### config.mk
export PLATFORM = sky130hd
export DESIGN_NAME = mem_stage_ctrl
export DESIGN_NICKNAME = d
export VERILOG_FILES = /design/src/rtl/cpu_types_pkg.sv /design/src/rtl/mem_wb_sel.sv /design/src/rtl/mem_stage_ctrl.sv
export SDC_FILE = /design/constraint.sdc
export NUM_CORES = 1
export LEC_CHECK = 0
export ABC_AREA = 1
export BUFFER_PORTS_ARGS = -buffer_cell sky130_fd_sc_hd__buf_2
export CELL_PAD_IN_SITES_DETAIL_PLACEMENT = 0
export CELL_PAD_IN_SITES_GLOBAL_PLACEMENT = 1
export CORE_UTILIZATION = 35
export DETAILED_ROUTE_END_ITERATION = 7
export PLACE_DENSITY_LB_ADDON = 0.15
export SLEW_MARGIN = 40
export SYNTH_ARGS = -nofsm -noshare
export SYNTH_HDL_FRONTEND = slang
export SYNTH_SLANG_ARGS = --single-unit
export TNS_END_PERCENT = 5
### constraint.sdc
create_clock -name CLK -period 4.21 [get_ports CLK]
set_input_delay 0.421 -clock CLK [delete_from_list [all_inputs] [get_ports CLK]]
set_output_delay 0.421 -clock CLK [all_outputs]
set_load 0.005 [all_outputs]
### src/rtl/cpu_types_pkg.sv
// Shared CPU types: word/register-index types, MEM-stage FSM states, PC increment.
package cpu_types_pkg;

   localparam int WORD_BITS = 32;
   localparam int REG_BITS  = 5;

   typedef logic [WORD_BITS-1:0] word_t;
   typedef logic [REG_BITS-1:0]  regbits_t;

   typedef enum logic [1:0] {
      IDLE,
      WAIT,
      DONE
   } mem_state_t;

   localparam word_t PC_INC = word_t'(4);

endpackage

### src/rtl/mem_wb_sel.sv
// Writeback value mux for the MEM stage: load data, link address, LUI, AUIPC or ALU result.
module mem_wb_sel
   import cpu_types_pkg::*;
(
   input  logic  memtoreg,
   input  logic  jal,
   input  logic  jalr,
   input  logic  lui,
   input  logic  auipc,
   input  logic  dhit,
   input  word_t dmemload,
   input  word_t load_buf,
   input  word_t imemaddr,
   input  word_t imm,
   input  word_t presult,
   output word_t wdat
);

   always_comb begin
      wdat = presult;
      if (memtoreg) begin
         // Zero-wait hit has not reached load_buf yet, so bypass it.
         wdat = dhit ? dmemload : load_buf;
      end else if (jal | jalr) begin
         wdat = imemaddr + PC_INC;
      end else if (lui) begin
         wdat = imm;
      end else if (auipc) begin
         wdat = imemaddr + imm;
      end
   end

endmodule

### src/rtl/mem_stage_ctrl.sv
// MEM stage: data-cache handshake, pipeline stall, writeback select and MEM/WB latch.
// Optional build macro MEM_MISALIGN_TRAP_EN turns misaligned accesses into a halting trap.
module mem_stage_ctrl
   import cpu_types_pkg::*;
#(
   parameter int WORD_W = 32,
   parameter int REG_AW = 5
) (
   input  logic              CLK,
   input  logic              nRST,
   input  logic              pipe_en,
   input  logic              flush,
   input  logic              dmemr_mem,
   input  logic              dmemw_mem,
   input  logic              WEN_mem,
   input  logic              memtoreg_mem,
   input  logic              jal_mem,
   input  logic              jalr_mem,
   input  logic              lui_mem,
   input  logic              auipc_mem,
   input  logic              halt_mem,
   input  logic [WORD_W-1:0] imemaddr_mem,
   input  logic [WORD_W-1:0] imemload_mem,
   input  logic [WORD_W-1:0] presult_mem,
   input  logic [WORD_W-1:0] imm_mem,
   input  logic [WORD_W-1:0] dmemstore,
   input  logic              dhit,
   input  logic [WORD_W-1:0] dmemload,
   output logic              dmemREN,
   output logic              dmemWEN,
   output logic [WORD_W-1:0] dmemaddr,
   output logic [WORD_W-1:0] dmemstore_out,
   output logic              mem_busy,
   output logic [WORD_W-1:0] wdat_wb,
   output logic [REG_AW-1:0] rd_wb,
   output logic              WEN_wb,
   output logic              halt_wb
);

   mem_state_t        state_reg, state_next;
   word_t             load_buf_reg;
   word_t             wdat_sel;
   logic [WORD_W-1:0] wdat_wb_reg;
   logic [REG_AW-1:0] rd_wb_reg;
   logic              wen_wb_reg;
   logic              halt_wb_reg;
   logic              misalign;
   logic              access_ok;
   logic              wb_load;
   logic [WORD_W-REG_AW-1:0] unused_imem;

   assign unused_imem = {imemload_mem[WORD_W-1:7+REG_AW], imemload_mem[6:0]};

`ifdef MEM_MISALIGN_TRAP_EN
   assign misalign = (presult_mem[1:0] != 2'b00) & (dmemr_mem | dmemw_mem);
`else
   assign misalign = 1'b0;
`endif

   assign access_ok = !flush & !misalign & ((state_reg == IDLE) | (state_reg == WAIT));
   assign dmemREN   = dmemr_mem & access_ok;
   assign dmemWEN   = dmemw_mem & access_ok;
   assign mem_busy  = (dmemREN | dmemWEN) & !dhit;
   assign wb_load   = pipe_en & !mem_busy;

   assign dmemaddr      = presult_mem;
   assign dmemstore_out = dmemstore;

   // DONE parks a completed access only while the pipe is stalled; if the
   // instruction leaves in the completion cycle the next one must start in IDLE.
   always_comb begin
      state_next = state_reg;
      case (state_reg)
         IDLE: begin
            if (!flush && misalign) begin
               state_next = pipe_en ? IDLE : DONE;
            end else if (!flush && (dmemr_mem || dmemw_mem)) begin
               if (dhit) state_next = pipe_en ? IDLE : DONE;
               else      state_next = WAIT;
            end
         end
         WAIT: begin
            if (flush)     state_next = IDLE;
            else if (dhit) state_next = pipe_en ? IDLE : DONE;
         end
         DONE: begin
            if (pipe_en || flush) state_next = IDLE;
         end
         default: state_next = IDLE;
      endcase
   end

   mem_wb_sel u_wb_sel (
      .memtoreg (memtoreg_mem),
      .jal      (jal_mem),
      .jalr     (jalr_mem),
      .lui      (lui_mem),
      .auipc    (auipc_mem),
      .dhit     (dhit),
      .dmemload (dmemload),
      .load_buf (load_buf_reg),
      .imemaddr (imemaddr_mem),
      .imm      (imm_mem),
      .presult  (presult_mem),
      .wdat     (wdat_sel)
   );

   always_ff @(posedge CLK or negedge nRST) begin
      if (!nRST) begin
         state_reg    <= IDLE;
         load_buf_reg <= '0;
         wdat_wb_reg  <= '0;
         rd_wb_reg    <= '0;
         wen_wb_reg   <= 1'b0;
         halt_wb_reg  <= 1'b0;
      end else begin
         state_reg <= state_next;
         if (dhit & dmemr_mem) begin
            load_buf_reg <= dmemload;
         end
         if (wb_load) begin
            if (flush) begin
               // Bubble: data/rd kept, halt stays sticky.
               wen_wb_reg <= 1'b0;
            end else begin
               wdat_wb_reg <= wdat_sel;
               rd_wb_reg   <= imemload_mem[7 +: REG_AW];
               wen_wb_reg  <= WEN_mem & !misalign;
               halt_wb_reg <= halt_wb_reg | halt_mem | misalign;
            end
         end
      end
   end

   assign wdat_wb = wdat_wb_reg;
   assign rd_wb   = rd_wb_reg;
   assign WEN_wb  = wen_wb_reg;
   assign halt_wb = halt_wb_reg;

endmodule

# [Word-level counts from Yosys, hierarchy flattened]
# Index checks and enable logic that the tools add are counted.
[word_totals] reg_bits=73 in_bits=206 out_inout_bits=106
[op_classes] add_sub_neg=2 n_eq_ne=5 n_mux=13 n_bitwise=11 reduce_logical=9
[ops] op="32-bit 2-to-1 mux" count=5
[ops] op="32-bit by 3-bit adder with 32-bit output (second input constant)" count=1
[ops] op="32-bit adder" count=1
[ops] op="2-bit 2-to-1 mux" count=6
[ops] op="1-bit bitwise AND" count=6
[ops] op="2-bit case mux with 3 select lines" count=1
[ops] op="1-bit OR" count=4
[ops] op="1-bit logical NOT" count=3
[ops] op="3-bit != test (second input constant)" count=1
[ops] op="3-bit AND reduction" count=1
[ops] op="2-bit by 1-bit == test with 1-bit output (second input constant)" count=1
[ops] op="2-bit == test (second input constant)" count=1
[ops] op="2-bit logical NOT" count=1
[ops] op="1-bit logical OR" count=2
[ops] op="2-bit by 1-bit != test with 1-bit output (second input constant)" count=1
[ops] op="2-bit != test (second input constant)" count=1
[ops] op="2-bit AND reduction" count=1
[ops] op="1-bit logical AND" count=1
[ops] op="1-bit 2-to-1 mux" count=1
[ops] op="1-bit inverter" count=1

# [Longest topological paths before layout]
# Gate-level depths: netlist of the first run.
[depth] word_depth=9 mapped_depth=17

# [Cells and area by module]
# A second synthesis of the first run with hierarchy kept.
[hier_totals] hier_cells=1321 hier_area_um2=8130.3
[by_module_without_submodules] module="mem_wb_sel" instances=1 cells_per_inst=979 area_each_um2=4645.7
[by_module_without_submodules] module="mem_stage_ctrl" instances=1 cells_per_inst=342 area_each_um2=3484.6

# [Worst setup path before layout of the first run]
# OpenSTA, ideal clock, no wires.
[synth_path] path_type="input port to flip-flop" startpoint="input imemaddr_mem[0]" endpoint="register wdat_wb_reg[10], in the netlist wdat_wb[10]" setup_ns=0.121 arrival_ns=1.971 required_time_ns=4.089 setup_slack_ns=2.117 path_stages=12 path_buffers=0 path_cell_list="ha_1 > fa_1 > nand3_1 > nand2_1 > nand2_1 > nand2_1 > a21o_1 > xor2_1 > o21ai_0 > nand3_1 > nand3_1 > a21oi_1"
[synth_via] elab_chain_cells=5 elab_cells_between_ends=6 classes_between="add/sub (2); mux (4)"
[synth_lines] element="start, declared" line_no="mem_stage_ctrl.sv:22" text="input logic [WORD_W-1:0] imemaddr_mem,"
[synth_lines] element="32-bit adder" line_no="mem_wb_sel.sv:29" text="wdat = imemaddr + imm;"
[synth_lines] element="32-bit 2-to-1 mux" line_no="mem_wb_sel.sv:28" text="end else if (auipc) begin"
[synth_lines] element="32-bit 2-to-1 mux" line_no="mem_wb_sel.sv:26" text="end else if (lui) begin"
[synth_lines] element="32-bit 2-to-1 mux (*)" line_no="mem_wb_sel.sv:24" text="end else if (jal | jalr) begin"
[synth_lines] element="32-bit 2-to-1 mux (*)" line_no="mem_wb_sel.sv:21" text="if (memtoreg) begin"
[synth_lines] element="end signal, assigned" line_no="mem_stage_ctrl.sv:126" text="wdat_wb_reg <= wdat_sel;"
[synth_lines] element="end, declared" line_no="mem_stage_ctrl.sv:43" text="logic [WORD_W-1:0] wdat_wb_reg;"
# Mark *: on every way between the ends. The rest lies on a longest branch, timed or not.
# A chain may end at the register's enable or synchronous reset.

# [Worst setup path in the final report of the first run]
[layout_path] startpoint="input imemaddr_mem[6]" endpoint="register wdat_wb_reg[15], in the netlist wdat_wb[15]"
# The elaborated chain is that of the path after synthesis.

==> flow_summary.toml, run 1 <==
[critical_path]
r2r-end = "wdat_wb[11]"
slowest_stage = "ha_1"
cpMostUsedCell = "nand2_1"
critPathRequiredTime_ns = 4.43
crit_type = "in -> reg"
path_max_fanout = 5
ff2ff_setup_slack_ns = 2.01
arrival_ns = 2.60
r2r-start = "state_reg[1]"
r2r_cells = 10
start_kind = "input pin"
crit_path_end_kind = "flop"
cp_cell_sequence = "buf_2 > ha_1 > nand2_1 > inv_1 > a21oi_1 > nand2_1 > nand2_1 > nand2_1 > xor2_1 > o21ai_0 > a31oi_1 > o21a_1"
critPathMaxStageDelay_ns = 0.37

[sta]
finalCriticalPeriod_ns = 2.38
maxSlewHeadroom = 0.479
hold_violations = 0
rsz0062_at_grt = "false"
setup_viol = 0
tns_ns = 0
timing.final.crit_share = 0.565
tightest_slew_ns = 0.776
drv_slew = 0
final.setup_skew_ns = 0.00685
clock.fmax_mhz = 420

[synth]
synth-seq-cells = 73
synthFlopType = "dfrtp_1"
synth_seq_area_share = 0.232
yosys.area.top_type_share = 0.232
yosys.area.top_type = "dfrtp_1"
synth_mux_area_frac = 0.0243
yosys.area_share.simple = 0.344
synth_top_family_by_area = "simple AND/OR/NAND/NOR gates"
async_reset_ff_frac = 1.00
synthTopCellsByCount = "337 x nand2_1, 167 x nor2_1, 140 x inv_1, 86 x o21ai_0, 75 x a21oi_1"
ys_types = 48
synth_compound_area_frac = 0.164
yosys.area_share.adder = 0.0534
yosysWarnings = 0
synth_edf_count = 0
syn_area_um2 = 7880
syn_area_per_cell_um2 = 6.22
synth-xor-area-share = 0.0289
syn_nets = 1506
yosysMostFrequentCell = "nand2_1"
synth_area_leaders = "dfrtp_1 23%, nand2_1 16%, nor2_1 8.0%"
synthCells = 1267

[layout]
layout.nets = 1637
drive_gt1_frac = 0.217
stdcell_count = 1684
fill_cells = 2489
areaGrowthSynthToFinish_pct = 14.5

[power_and_ir_drop]
switching_share = 0.363
p_int_w = 0.00159
powerDensity_nw_per_um2 = 277
pwr-share-clk = 0.277
p_leak_nw = 4.82
p_comb_frac = 0.373
ir_drop_mv = 0.198
power.switching_w = 0.000907
p_seq_frac = 0.350

[clock_tree]
cts_buffers = 9
cts_setup_buffers = 0
cts_tree = "built"
clkTransAtPathRegs_ns = 0.06
cts_htree_levels = 3
cts-resized-gates = 0
clock_latency_ns = 0.33
clock_sinks = 73
cts-hold-fix-buffers = 0
cts_root_buf = "clkbuf_16"
clockBufferDepth = 2

[grt]
grt_pass1_vias = 7780
grt_start_max_net_pins = 50
grt_pass1_wl_um = 42000
antenna_found_initial = 1
gr-total-overflow = 0
grt_usage = 0.231

[die]
start_util = 0.359
die_w_um = 152
die_area_um2 = 23100
num_io_pins = 312
coreArea_um2 = 22000
die_h_um = 152
num_rows = 54

[detailed_routing]
via_per_inst = 4.85
drt_first_pass_iters = 7
drtIter0Drc = 445
post_drt_wl_per_cell_um = 15.8
route.detailed.drc = 33
vias = 8159
ant_nets = 0
totalWireLength_um = 26600

[placed_design]
dp_cells = 1667
numPortBuffers = 220
hpwl_um = 21500
gp_congestion = 0.858

[outcome]
status = "finished with violations"
violations = "DRC"

[flow_run]
maxCapViolations = 0

[min_path]
hold_class = "in -> async"
worst max-delay path, delay by kind of cell:
family	cells	cell delay (ns)
compound gates	4	0.91
fa+ha+maj	1	0.37
xor+xnor	1	0.17
buf+inv	2	0.19
simple gates	4	0.54
worst max-delay path by stage:
stage | startpoint | to | slack (ns)
6_report | imemaddr_mem[6] | wdat_wb[15] | 1.83
2_1_floorplan | imemaddr_mem[0] | wdat_wb[10] | 2.12
3_3_place_gp | imemaddr_mem[6] | wdat_wb[15] | 1.59
5_1_grt | imemaddr_mem[5] | wdat_wb[15] | 1.64
3_5_place_dp | imemaddr_mem[6] | wdat_wb[15] | 1.56
4_1_cts | imemaddr_mem[6] | wdat_wb[15] | 1.91
cells by family after synthesis:
| kind of cell | Yosys count |
|---|---|
| AO/OA/AOI/OAI | 227 |
| XOR/XNOR | 26 |
| adder cells (fa/ha/maj) | 33 |
| buffers and inverters | 255 |
| flip-flops | 73 |
| multiplexers | 17 |
| AND/OR/NAND/NOR | 636 |
layout by cell type, fill, tap and decap left out, types with 7 or more instances in the layout:
master	instances
mux2_2	17
inv_1	138
o21ai_0	86
nand4_1	10
a21oi_1	75
nor3_1	18
nand3_1	54
dfrtp_1	73
nand2_1	337
ha_1	32
nor2_1	165
clkbuf_16	9
buf_2	220
a21boi_1	12
o21a_1	7
or2_2	17
xnor2_1	9
xor2_1	17
o21ai_1	8
o211ai_1	11
buf_4	8
or2_0	7
metrics by stage:
| stage | area, µm² | hold WS, ns | setup WS (ns) | power, W | util |
|---|---|---|---|---|---|
| after detailed placement | 8740 | 0.440 | 1.56 | 0.00182 | 0.398 |
| after CTS | 9020 | 0.102 | 1.91 | 0.00253 | 0.411 |
| final | 9020 | 0.0880 | 1.83 | 0.00250 | 0.411 |
| after global placement | 8740 | 0.433 | 1.59 | 0.00181 | 0.398 |
| after floorplan | 7880 | 0.125 | 2.12 | 0.00149 | - |
| after global routing | 9020 | 0.115 | 1.64 | 0.00269 | 0.411 |
power by group through the flow:
stage	logic (W)	clock network (W)	registers, W
after floorplan	0.000604	0	0.000885
after global placement	0.000929	0	0.000884
after detailed placement	0.000932	0	0.000888
after CTS	0.000937	0.000717	0.000875
after global routing	0.00106	0.000745	0.000890
final	0.000932	0.000692	0.000876
layout make-up:
type	count	area, µm²	share of cell area
flip-flops and latches	73	1830	0.203
clock inverters	7	47.5	0.00527
diodes	1	2.50	0.000277
well taps	280	350	0.0388
clock buffers	9	225	0.0250
multi-input cells	939	4850	0.538
repair buffers	228	1160	0.129
inverters	147	552	0.0612
routing by layer:
layer / up-vias / part of all wire / track usage
met2: 202 / 0.45 / 0.381
li1: 4262 / - / -
met4: 0 / 0.017 / 0.0569
met5: - / 0 / 0
met3: 27 / 0.043 / 0.0228
met1: 3668 / 0.49 / 0.324
Power figures use the tool's default switching activity.
==> run 2, diff against run 1 <==
Settings changed: CORE_UTILIZATION 35 to 30.
Clock period 4.21 ns to 1.9 ns, I/O delays scaled along.
==> run 2 against run 1 <==
Against the previous run:
- the run now ends clean
- sequential share of layout area fell by 3.1 points
- via count increased by 9.7%
- routed wire length rose by 16%
- sequential power is 120% higher
- global-route usage shrank 0.17 points
==> flow_summary.toml, run 2 (synthesized netlist as in run 1, its figures left out) <==
[sta]
maxSlewHeadroom = 0.537
tightest_slew_ns = 0.694
setup_viol = 0
fin_ws_ns = 0.0833
rsz0062_at_grt = "true"
finalCriticalPeriod_ns = 1.82
clock.fmax_mhz = 550
drv_slew = 0
final.setup_skew_ns = 0.00829
tns_ns = 0
timing.final.crit_share = 0.956
hold_violations = 0

[die]
num_rows = 58
die_h_um = 164
num_io_pins = 312
coreArea_um2 = 25500
die_w_um = 164
die_area_um2 = 26900
start_util = 0.309

[min_path]
min_from = "imemload_mem[11]"
hold_class = "in -> reg"

[clock_tree]
clock_sinks = 73
clockBufferDepth = 2
cts_buffers = 9
cts_htree_levels = 3
cts_tree = "built"
clkTransAtPathRegs_ns = 0.06
cts_root_buf = "clkbuf_16"
clock_latency_ns = 0.34

[grt]
grt_usage = 0.229
grt_start_max_net_pins = 43
grt_pass1_vias = 8413
gr-total-overflow = 0
grt_pass1_wl_um = 46600
antenna_found_initial = 0

[critical_path]
arrival_ns = 2.08
critPathRequiredTime_ns = 2.16
ff2ff_setup_slack_ns = 0.16
crit_path_end_kind = "flop"
r2r-start = "state_reg[1]"
startpoint = "imemaddr_mem[14]"
crit_type = "in -> reg"
start_kind = "input pin"
path_max_fanout = 3

[detailed_routing]
drt_first_pass_iters = 7
drtIter0Drc = 443
vias = 8951
via_per_inst = 4.69
totalWireLength_um = 30800
ant_nets = 0
post_drt_wl_per_cell_um = 16.2
route.detailed.drc = 0

[placed_design]
gp_congestion = 0.916
hpwl_um = 25500
dpl_cell_area_um2 = 10100
dpl_worst_slack_ns = -0.506
numPortBuffers = 220

[layout]
final_area_um2 = 10700
layout_commonest_cell = "nand2_1"
multi_input_area_um2 = 5070
fill_cells = 2793
layout.nets = 1811
diodes = 0
areaGrowthSynthToFinish_pct = 35.3
layout_common_cells = "320 x nand2_1, 219 x buf_2, 177 x buf_4"
layout.area.seq_um2 = 1830
drive_gt1_frac = 0.334

[outcome]
status = "finished, final reports clean"

[power_and_ir_drop]
ir_drop_mv = 0.385
p_leak_nw = 5.69
powerDensity_nw_per_um2 = 567

[flow_run]
maxCapViolations = 0
-- run 2: changes by cell type in the layout (fill, tap and decap cells not counted), moves of 7 or more --
cell and delta:
nand2_2 +17, nand2_1 -17, buf_4 +169, o21ai_1 +7, a21oi_1 -11, a21oi_2 +11, o21ai_0 -8, nor2_2 +9
nor2_1 -10
-- run 2: layout make-up --
cell class	count	share of cell area
Clock buffer	13	0.0225
Sequential cell	73	0.171
Clock inverter	3	0.00164
Multi-Input combinational cell	939	0.476
Timing Repair Buffer	402	0.238
Tap cell	330	0.0387
Inverter	147	0.0518
-- run 2: final timing paths --
check,end,depth (start not counted)
max,wdat_wb[28],15
min,rd_wb[4],3
max reg2reg,wdat_wb[28],9
min reg2reg,halt_wb,1
max in group asynchronous,wdat_wb[20],3
min in group asynchronous,load_buf_reg[11],2
-- run 2: where the power goes --
group          leakage, nW  switching, W  internal, W
Clock                0.124      0.000655     0.000881
Sequential           0.859      0.000143      0.00181
Combinational         4.71       0.00137      0.00118
-- run 2: metal layers --
layer	track usage	part of all wire
met3	0.0293	0.046
met2	0.390	0.47
met4	0.0560	0.020
met1	0.306	0.47
met5	0	0
-- run 2: critical path, stage by stage --
cell,delay (ns)
buf_2,0.12
ha_1,0.32
buf_4,0.13
nand2_1,0.10
o21a_1,0.22
buf_4,0.14
o21bai_1,0.19
a21oi_1,0.12
nand2_1,0.07
nand2_1,0.04
nand3_1,0.06
nand2_1,0.06
nand2_2,0.10
nand2_2,0.09
a21boi_1,0.13
-- run 2: timing repair --
action / 4_1_cts / 5_1_grt
buffers inserted: 1 / 3
hold endpoints to repair: 31 / 0
hold buffers: 1 / 0
pin swaps: 3 / 17
resized for setup: 12 / 53
setup endpoints to repair: 12 / 24
-- run 2: through the flow --
step,cells,total power [W],hold WS (ns),util
global route,1907,0.00647,0.0526,0.418
floorplan,1267,0.00330,-0.106,-
global placement,1886,0.00445,0.181,0.398
CTS,1904,0.00605,0.0454,0.411
finish,1907,0.00604,0.0582,0.418
detailed placement,1886,0.00446,0.175,0.398
==> run 3, diff against run 2 <==
Settings changed: ABC_AREA 1 to default, CORE_UTILIZATION 30 to 31.
==> run 3 against run 2 <==
Against the previous run:
- the run now ends with setup timing left
- sequential cell count did not move
- clock skew fell by 0.0026 ns
- combinational power fell by 2%
- core utilization rose by 4.4 points
- count of clock-buffer cells in the layout fell by 3
- critical path type unchanged
==> flow_summary.toml, run 3 <==
[outcome]
status = "finished with violations"
violations = "setup timing"

[synth]
yosys.area.top_type_share = 0.265
yosysMostFrequentCell = "nand2_1"
syn_area_um2 = 6910
syn_nets = 1069
yosysWarnings = 0
yosys.area.top_type = "dfrtp_1"
synth_top_family_by_area = "compound AO/OA/AOI/OAI gates"
ys_types = 67
yosys.area_share.simple = 0.175
synthFlopType = "dfrtp_1"
yosys.area_share.adder = 0.0609
syn_area_per_cell_um2 = 8.32
synth_area_leaders = "dfrtp_1 26%, buf_4 7.3%, mux2_2 6.8%"
synthTopCellsByCount = "96 x nand2_1, 73 x dfrtp_1, 67 x buf_4, 64 x nor2_1, 57 x o21ai_0"
synth-xor-area-share = 0.0634
synth-seq-cells = 73
synth_compound_area_frac = 0.203
synthCells = 830
async_reset_ff_frac = 1.00
synth_edf_count = 0
synth_seq_area_share = 0.265
synth_mux_area_frac = 0.133

[detailed_routing]
route.detailed.drc = 0
drt_first_pass_iters = 7
totalWireLength_um = 25300
post_drt_wl_per_cell_um = 17.4
vias = 7147
ant_nets = 0
via_per_inst = 4.93
drtIter0Drc = 428

[layout]
diodes = 0
drive_gt1_frac = 0.470
layout_commonest_cell = "buf_2"
areaGrowthSynthToFinish_pct = 46.1
layout.nets = 1404
layout_common_cells = "215 x buf_2, 202 x buf_4, 96 x nand2_1"

[critical_path]
crit_path_end_kind = "flop"
startpoint = "imemaddr_mem[4]"
critPathBufInv = 1
arrival_ns = 2.57
critPathRequiredTime_ns = 2.12
start_kind = "input pin"
r2r-start = "state_reg[1]"
slowest_stage = "a2111o_1"
cp_cell_sequence = "buf_2 > ha_4 > o211a_1 > a21oi_4 > a2111o_1 > a211oi_4 > nor2_1 > o21ai_1 > xor2_1 > mux2_1 > a31o_1"
ff2ff_setup_slack_ns = 0.04
critPathMaxStageDelay_ns = 0.45
path_max_fanout = 3
crit_type = "in -> reg"
crit_cells = 11
r2r-end = "wdat_wb[19]"
cpLargestDelayFamily = "compound AO/OA/AOI/OAI gates"
r2r_cells = 5
cp-endpoint = "wdat_wb[31]"

[clock_tree]
cts_htree_levels = 3
clockBufferDepth = 2
cts_buffers = 9
clock_latency_ns = 0.33
clock_sinks = 73
clkTransAtPathRegs_ns = 0.06
cts_tree = "built"
cts_root_buf = "clkbuf_16"

[placed_design]
numPortBuffers = 220
hpwl_um = 20900
dpl_worst_slack_ns = -0.914
gp_congestion = 0.861

[power_and_ir_drop]
totalPowerFinal_w = 0.00627
ir_drop_mv = 0.361
switching_share = 0.321
p_leak_nw = 4.84
power.switching_w = 0.00201
p_comb_frac = 0.400
powerDensity_nw_per_um2 = 621
p_seq_frac = 0.313
pwr-share-clk = 0.287
p_int_w = 0.00426

[grt]
grt_pass1_wl_um = 38900
grt_pass1_vias = 6948
grt_usage = 0.223
grt_start_max_net_pins = 48
gr-total-overflow = 0
antenna_found_initial = 0

[die]
start_util = 0.316
die_w_um = 151
coreArea_um2 = 21800
die_h_um = 151
num_rows = 54
num_io_pins = 312
die_area_um2 = 22900

[flow_run]
maxCapViolations = 0

[sta]
setup_viol = 23
rsz0062_at_grt = "true"
maxSlewHeadroom = 0.610
fin_ws_ns = -0.443
finalCriticalPeriod_ns = 2.34
final.setup_skew_ns = 0.00573
drv_slew = 0
timing.final.crit_share = 1.23
clock.fmax_mhz = 427
tightest_slew_ns = 0.583
hold_violations = 0

[min_path]
min_delay_path_depth = 3
hold_class = "in -> reg"
## run 3: changes by cell type after synthesis, moves of 25 or more
| cell | previous run | this run |
|---|---|---|
| mux2i_1 | 0 | 42 |
| mux2_2 | 17 | 42 |
| o21ai_0 | 86 | 57 |
| nor2_1 | 167 | 64 |
| nand2_1 | 337 | 96 |
| nand3_1 | 54 | 28 |
| inv_1 | 140 | 9 |
| a21oi_1 | 75 | 49 |
## run 3: tightest hold or removal path, stage by stage
cell     delay (ns)
buf_2          0.07
nand2_1        0.04
nand2_1        0.05
## run 3: repair_timing
item | 4_1_cts | 5_1_grt
gates cloned | 0 | 0
setup buffers | 2 | 2
endpoints found under the setup margin | 25 | 27
resized for setup | 46 | 36
pin swaps | 32 | 17
endpoints found under the hold margin | 26 | 0
hold buffers | 1 | 0
## run 3: per-layer routing
layer | vias up | track usage | part of all wire
met5 | - | 0 | 0
li1 | 3608 | - | -
met4 | 0 | 0.0465 | 0.013
met2 | 227 | 0.340 | 0.43
met3 | 25 | 0.0310 | 0.055
met1 | 3287 | 0.329 | 0.50
## run 3: cell families (layout without fill, tap and decap cells)
group	Yosys count	after routing
xor gates and xnor gates	50	50
muxes	86	86
adders and majority gates	33	33
DFF	73	73
buffers and inverters	115	455
and+or+nand+nor	262	262
AOI/OAI and AO/OA	211	211
## run 3: worst min path at each step
stage / from / endpoint
2_1_floorplan: nRST / WEN_wb
3_3_place_gp: nRST / load_buf_reg[0]
5_1_grt: imemload_mem[10] / rd_wb[3]
6_report: imemload_mem[10] / rd_wb[3]
3_5_place_dp: nRST / wdat_wb[0]
4_1_cts: imemload_mem[10] / rd_wb[3]
## run 3: area by class of cell
class                      instances  area [µm²]
clock inverter                     6        82.6
multi-input combinational        642        4760
fill                            2245       11700
timing repair buffer             430        2800
clock buffer                      10         229
inverter                           9        33.8
sequential                        73        1830
tap                              280         350
## run 3: power by group through the flow
stage,sequential [W],combinational [W],clock [W]
floorplan,0.00198,0.00120,0
global placement,0.00198,0.00234,0
detailed placement,0.00199,0.00235,0
CTS,0.00197,0.00244,0.00183
global route,0.00200,0.00276,0.00191
finish,0.00196,0.00251,0.00180
## run 3: metrics by stage
stage | utilization | instance area, µm² | hold slack (ns) | cells | TNS (ns)
after CTS | 0.453 | 9890 | 0.0433 | 1448 | -6.46
after global placement | 0.429 | 9360 | 0.150 | 1429 | -18.47
after global routing | 0.462 | 10100 | 0.0533 | 1450 | -8.96
after floorplan | - | 6930 | -0.106 | 830 | -4.94
after detailed placement | 0.429 | 9360 | 0.148 | 1429 | -19.22
final | 0.462 | 10100 | 0.0540 | 1450 | -6.36
